**config.mk**
```make
export PLATFORM = sky130hd
export DESIGN_NAME = audio_ram_stream_ctrl
export DESIGN_NICKNAME = d
export VERILOG_FILES = /design/src/rtl/audio_ram_stream_ctrl.sv
export SDC_FILE = /design/constraint.sdc
export NUM_CORES = 1
export LEC_CHECK = 0
export BUFFER_PORTS_ARGS = -buffer_cell sky130_fd_sc_hd__buf_2
export CAP_MARGIN = 20
export CORE_UTILIZATION = 29
export DETAILED_ROUTE_END_ITERATION = 8
export GPL_TIMING_DRIVEN = 0
export PLACE_DENSITY = 0.62
export SYNTH_ARGS = -nofsm -noshare
export SYNTH_HDL_FRONTEND = slang
export SYNTH_SLANG_ARGS = --single-unit
```
**constraint.sdc**
```tcl
create_clock -name clk -period 7.65 [get_ports clk]
set_input_delay 0.765 -clock clk [delete_from_list [all_inputs] [get_ports clk]]
set_output_delay 0.765 -clock clk [all_outputs]
set_load 0.01 [all_outputs]
```
**src/rtl/audio_ram_stream_ctrl.sv**
```systemverilog
// Playback sequencer for AudioRAM port 2: reads little-endian 16-bit PCM samples from a
// circular byte buffer and presents them on a valid/ready stream, with level/underrun/irq status.
module audio_ram_stream_ctrl #(
    parameter int unsigned ADDR_W = 15,
    parameter int unsigned LOW_WM = 4096
) (
    input  logic              clk,
    input  logic              reset_n,
    input  logic              enable,
    input  logic [ADDR_W-1:0] wr_ptr,
    input  logic              commit,
    input  logic              flush,
    input  logic              clear_underrun,
    output logic [ADDR_W-1:0] address2,
    output logic              chipselect2,
    output logic              clken2,
    output logic              write2,
    output logic [7:0]        writedata2,
    input  logic [7:0]        readdata2,
    output logic [15:0]       sample_data,
    output logic              sample_valid,
    input  logic              sample_ready,
    output logic [ADDR_W-1:0] rd_ptr,
    output logic [ADDR_W-1:0] level,
    output logic              underrun,
    output logic              irq_low
);

    localparam logic [2:0] IDLE     = 3'd0;
    localparam logic [2:0] FETCH_LO = 3'd1;
    localparam logic [2:0] FETCH_HI = 3'd2;
    localparam logic [2:0] CAPTURE  = 3'd3;
    localparam logic [2:0] HOLD     = 3'd4;

    localparam logic [ADDR_W-1:0] TWO = ADDR_W'(2);
    localparam logic [ADDR_W:0]   LOW_WM_EXT = (ADDR_W+1)'(LOW_WM);

    logic [2:0]        state_q, state_d;
    logic [ADDR_W-1:0] wp_q, rd_ptr_q;
    logic [7:0]        lo_q;
    logic [15:0]       sample_data_q;
    logic              sample_valid_q;
    logic              underrun_q;
    logic              irq_low_q;
    logic              level_ge2;
    logic              below_wm;

    assign level     = wp_q - rd_ptr_q;
    assign level_ge2 = (level >= TWO);
    assign below_wm  = ({1'b0, level} < LOW_WM_EXT);

    always_comb begin
        state_d = state_q;
        case (state_q)
            IDLE:     if (enable && level_ge2) state_d = FETCH_LO;
            FETCH_LO: state_d = FETCH_HI;
            FETCH_HI: state_d = CAPTURE;
            CAPTURE:  state_d = HOLD;
            HOLD: begin
                // rd_ptr has already advanced past the held sample, so level is current.
                if (sample_ready) state_d = (enable && level_ge2) ? FETCH_LO : IDLE;
            end
            default:  state_d = IDLE;
        endcase
        if (flush) state_d = IDLE;
    end

    always_comb begin
        address2    = '0;
        chipselect2 = 1'b0;
        case (state_q)
            FETCH_LO: begin
                address2    = rd_ptr_q;
                chipselect2 = 1'b1;
            end
            FETCH_HI: begin
                address2    = rd_ptr_q + ADDR_W'(1);
                chipselect2 = 1'b1;
            end
            default: ;
        endcase
    end

    assign clken2       = chipselect2;
    assign write2       = 1'b0;
    assign writedata2   = 8'h00;
    assign sample_data  = sample_data_q;
    assign sample_valid = sample_valid_q;
    assign rd_ptr       = rd_ptr_q;
    assign underrun     = underrun_q;
    assign irq_low      = irq_low_q;

    always_ff @(posedge clk) begin
        if (!reset_n) begin
            state_q        <= IDLE;
            wp_q           <= '0;
            rd_ptr_q       <= '0;
            lo_q           <= '0;
            sample_data_q  <= '0;
            sample_valid_q <= 1'b0;
            underrun_q     <= 1'b0;
            irq_low_q      <= 1'b0;
        end else begin
            state_q <= state_d;
            if (commit) wp_q <= wr_ptr;

            if (flush) begin
                rd_ptr_q       <= commit ? wr_ptr : wp_q;
                sample_valid_q <= 1'b0;
            end else begin
                case (state_q)
                    FETCH_HI: lo_q <= readdata2;
                    CAPTURE: begin
                        sample_data_q  <= {readdata2, lo_q};
                        sample_valid_q <= 1'b1;
                        rd_ptr_q       <= rd_ptr_q + TWO;
                    end
                    HOLD: if (sample_ready) sample_valid_q <= 1'b0;
                    default: ;
                endcase
            end

            // Set has priority over clear.
            if (enable && (state_q == IDLE) && !level_ge2 && sample_ready) underrun_q <= 1'b1;
            else if (clear_underrun) underrun_q <= 1'b0;

            irq_low_q <= enable & below_wm;
        end
    end

endmodule
```
# [After elaboration in Yosys (flattened, before gate mapping)]
# Cells that the tools add are included.
[word_totals] regBits=60 input_bits=30 output_inout_bits=75 word_cells=50
[op_classes] n_addsub=3 n_lt_le_gt_ge=2 n_eq_ne=6 n_mux=13 bitwise=3 n_reduce_logical=15
[ops] cell="15-bit two-way mux" n=3
[ops] cell="15-bit case mux with 2 select lines" n=1
[ops] cell="15-bit by 1-bit adder with 15-bit output, second input constant" n=1
[ops] cell="15-bit by 2-bit adder with 15-bit output, second input constant" n=1
[ops] cell="15-bit by 2-bit >= comparator with 1-bit output, second input constant" n=1
[ops] cell="15-bit by 13-bit less-than comparator with 1-bit output, second input constant" n=1
[ops] cell="3-bit case mux with 5 select lines" n=1
[ops] cell="15-bit subtractor" n=1
[ops] cell="2-bit AND reduction" n=4
[ops] cell="3-bit by 2-bit equality test with 1-bit output, second input constant" n=2
[ops] cell="3-bit two-way mux" n=2
[ops] cell="2-bit nonzero test" n=3
[ops] cell="1-bit two-way mux" n=5
[ops] cell="1-bit logical AND" n=4
[ops] cell="2-bit inequality test, second input constant" n=2
[ops] cell="2-bit OR reduction" n=2
[ops] cell="3-bit by 1-bit equality test with 1-bit output, second input constant" n=1
[ops] cell="3-bit equality test, second input constant" n=1
[ops] cell="3-bit logical NOT" n=1
[ops] cell="1-bit inverter" n=2
[ops] cell="1-bit case mux with 2 select lines" n=1
[ops] cell="1-bit bitwise AND" n=1
[ops] cell="1-bit logical NOT" n=1

# [Depth between registers and ports, before layout]
[depth] depth_word=6 depth_mapped=11 depth_no_buf=11

# [Least setup slack after synthesis]
# No wires, ideal clock.
[synth_timing] kind="reg-to-output" from="reg rd_ptr_q[0] (netlist: rd_ptr[0])" to="out level[14]" arrival_time_ns=2.340 required_ns=6.885 setup_slack_ns=4.545 path_stages_with_launch=9 n_path_buf=0 cell_sequence="dfxtp_1 -> ha_1 -> inv_1 -> fa_1 -> a21o_1 -> a221oi_4 -> o21ai_2 -> or4b_1 -> nand3_1"
[synth_via] elab_chain_cells=1
[synth_rtl] element="from (decl)" line="39" rtl="logic [ADDR_W-1:0] wp_q, rd_ptr_q;"
[synth_rtl] element="from (signal assigned)" line="108" rtl="rd_ptr_q <= commit ? wr_ptr : wp_q;"
[synth_rtl] element="from (signal assigned)" line="116" rtl="rd_ptr_q <= rd_ptr_q + TWO;"
[synth_rtl] element="15-bit subtractor" line="48" rtl="assign level = wp_q - rd_ptr_q;"
[synth_rtl] element="to (decl)" line="24" rtl="output logic [ADDR_W-1:0] level,"
# No other way between the ends.

# [Final worst setup path]
# Ends and elaborated chain as after synthesis.

==> results.sh <==
export IMPL_outcome="complete, no violations"
export IMPL_fin_worst_skew_ps=8.92
export IMPL_post_place_cells=739
export IMPL_fill_cells=1300
export IMPL_cts_repair_resize_count=0
export IMPL_first_global_vias=3320
export IMPL_max_ir_drop_vdd_mv=0.130
export IMPL_slew_headroom_pct=40.3
export IMPL_p_sw_share_pct=31.3
export IMPL_place_gp_congestion=0.853
export IMPL_floorplan_die_width_um=114
export IMPL_max_cap_check_violation_count=0
export IMPL_post_layout_nonfiller_instances=756
export IMPL_starting_density_of_the_core_pct=30.1
export IMPL_grt_first_pass_wirelength_um=17300
export IMPL_synth_flop_cell="dfxtp_1"
export IMPL_layout_worst_path_cycle_share_pct=50.2
export IMPL_gr_usage_all_layers_pct=17.2
export IMPL_postCtsSetupBuffers=0
export IMPL_synthDominantAreaCellType="dfxtp_1"
export IMPL_mostFrequentLayoutCells="94 x buf_2, 76 x nand2_1, 60 x dfxtp_1"
export IMPL_chipHeight_um=114
export IMPL_slew_at_the_pin_closest_to_its_max_slew_limit_ps=894
export IMPL_cell_internal_pwr_uw=680
export IMPL_syn_avg_cell_area_um2=7.79
export IMPL_number_of_flip_flops_and_latches_in_the_synthesized_netlist=60
export IMPL_drt_first_pass_iters=5
export IMPL_sequentialPowerShare_pct=34.0
export IMPL_worstPathArrival_ps=3080
export IMPL_post_route_drc_count=0
export IMPL_timing_worst_setup_path_type="reg -> out"
export IMPL_required_ps=6880
export IMPL_part_of_the_power_in_the_clock_network_pct=42.5
export IMPL_final_setup_tns_ps=0
export IMPL_clkLatencyLatePin_ps=330
export IMPL_syn_cell_area_mm2=0.00366
export IMPL_via_per_inst=4.83
export IMPL_cts_htree_levels=3
export IMPL_area_growth_syn_to_layout_pct=27.9
export IMPL_critical_path_peak_fanout=5
export IMPL_ctsLongestPathBuffers=2
export IMPL_floorplan_die_area_mm2=0.0131
export IMPL_globalRouteOverflowTotal=0
export IMPL_timing_fmax_mhz=260
export IMPL_cts_hold_repair_buffers=0
export IMPL_port_buffers=93
export IMPL_final_nets=630
export IMPL_core_mm2=0.0122
export IMPL_synth_cells=470
export IMPL_postSynth_asyncResetShare_pct=0
export IMPL_leading_cell_type_in_the_layout_fill_and_taps_excluded="buf_2"
export IMPL_power_combinational_fraction_pct=23.5
export IMPL_rsz0062_at_grt="false"
export IMPL_clock_transition_at_the_register_clock_pins_on_the_worst_setup_and_hold_paths_after_cts_ps=60
export IMPL_total_switching_power_uw=310
export IMPL_final_max_slew_violation_count=0
export IMPL_ys_seq_area_share_pct=32.8
export IMPL_postRouteWirelength_um=11000
export IMPL_critPathLaunchType="flip-flop"
export IMPL_drtAntennaViolNets=0
export IMPL_diodes=0
export IMPL_cts_sinks=60
export IMPL_yosys_warning_total=0
export IMPL_portion_of_synthesized_cell_area_occupied_by_the_leading_cell_type_pct=32.8
export IMPL_cts_tree="built"
export IMPL_yosys_cell_types_count=58
export IMPL_cells_taking_the_most_area_after_synthesis="dfxtp_1 33%, nand2_1 7.8%, a21oi_1 5.7%"
export IMPL_powerDensity_mw_per_mm2=212
export IMPL_tritoncts_num_buffers=9
export IMPL_rows=40
export IMPL_drive_above_1_share_pct=23.8
export IMPL_routedWlPerCell_um=14.5
export IMPL_crit_path_end_kind="primary output"
export IMPL_total_leakage_power_uw=0.00205
export IMPL_hp_class="reg -> reg"
export IMPL_finalCriticalPeriod_ps=3840
export IMPL_largest_net_degree_at_the_start_of_global_routing=14
export IMPL_timing_hold_violations_final=0
export IMPL_drt_first_iter_violations=254
export IMPL_antenna_found_initial=0
export IMPL_setup_violations=0
export IMPL_count_of_flip_flops_with_a_built_in_enable_after_synthesis=0
export IMPL_routed_via_count=3652
export IMPL_detailed_placer_s_ending_hpwl_um=8660
export IMPL_io_pins=105
export IMPL_root_buffer="clkbuf_16"
-- power groups by stage --
| stage | Clock [µW] | Combinational (µW) | Sequential, µW |
|---|---|---|---|
| after global placement | 0 | 229 | 343 |
| after CTS | 427 | 234 | 337 |
| after detailed placement | 0 | 233 | 343 |
| final | 421 | 233 | 337 |
| after floorplan | 0 | 157 | 343 |
| after global routing | 444 | 256 | 339 |
-- synthesized netlist by cell type, types with 2 or more instances --
cell type / number
a211oi_1: 10
a21o_1: 2
a21oi_1: 42
and3_1: 5
buf_1: 2
buf_4: 11
buf_6: 2
clkbuf_1: 17
dfxtp_1: 60
ha_1: 16
inv_1: 21
mux2i_1: 15
nand2_1: 76
nand2b_1: 3
nand3_1: 14
nand3b_1: 4
nand4_1: 2
nor2_1: 48
nor2b_1: 2
nor3_1: 10
nor3b_1: 3
nor4_1: 5
o211a_1: 6
o211ai_2: 2
o21ai_0: 24
o21ai_1: 2
o31ai_1: 3
or2_2: 5
or3_1: 2
or4_1: 3
or4b_1: 2
xnor2_1: 22
xor2_1: 4
-- routing by layer --
layer	routed length (µm)	part of all wire, %	GRT usage [%]	vias up
li1	-	-	-	1842
met1	5270	48	23.8	1676
met2	4850	44	26.8	122
met3	686	6.3	4.13	12
met4	146	1.3	3.90	0
met5	0	0	0	-
-- cells by family (layout without fill, tap and decap cells) --
family,Yosys count,in the layout,synth area share [%]
AOI/OAI and AO/OA,108,108,19.8
and+or+nand+nor,187,187,23.4
muxes,16,16,4.41
buffers and inverters,55,165,7.25
xor gates and xnor gates,26,26,6.22
DFF,60,60,32.8
adders and majority gates,17,17,6.02
other,1,9,0.102
-- final timing paths --
| check | cells past startpoint | endpoint | start | slack [ps] |
|---|---|---|---|---|
| setup / recovery | 9 | level[14] | rd_ptr[0]$_SDFFE_PN0P_ | 3810 |
| hold / removal | 2 | sample_data[8]$_SDFFE_PN0P_ | sample_data[8]$_SDFFE_PN0P_ | 450 |
| setup reg to reg | 9 | state_q[0]$_SDFFE_PP0P_ | rd_ptr[0]$_SDFFE_PN0P_ | 4600 |
| hold reg to reg | 2 | sample_data[8]$_SDFFE_PN0P_ | sample_data[8]$_SDFFE_PN0P_ | 450 |
-- area by class of cell --
cell class	count	area (µm²)	share of cell area, %
sequential	60	1200	25.7
tap	168	210	4.49
clock inverter	7	82.6	1.76
inverter	21	78.8	1.68
multi-input combinational	363	2220	47.5
clock buffer	9	225	4.81
buffer	34	186	3.98
timing repair buffer	94	473	10.1
-- through the flow --
step | instance area [µm²] | util [%] | hold slack [ps] | worst slack (ps) | total power (µW)
after global routing | 4680 | 38.5 | 471 | 3630 | 1040
final | 4680 | 38.5 | 453 | 3810 | 990
after detailed placement | 4370 | 35.9 | 446 | 4130 | 576
after CTS | 4670 | 38.4 | 454 | 3760 | 997
after floorplan | 3690 | - | 432 | 4540 | 500
after global placement | 4370 | 35.9 | 443 | 4180 | 572
-- sequential cells by signal, indices dropped and copies added (netlist names) --
name / count
wp_q: 15
irq_low: 1
sample_data: 16
sample_valid: 1
underrun: 1
rd_ptr: 15
state_q: 3
lo_q: 8
-- critical path: stages (launching register included) --
cell	delay (ps)
dfxtp_1	420
ha_1	220
inv_1	60
fa_1	390
a21o_1	220
a221oi_4	400
o21ai_2	150
or4b_1	510
nand3_1	200
buf_2	170
Note: power is estimated with default switching activity, not from simulation.
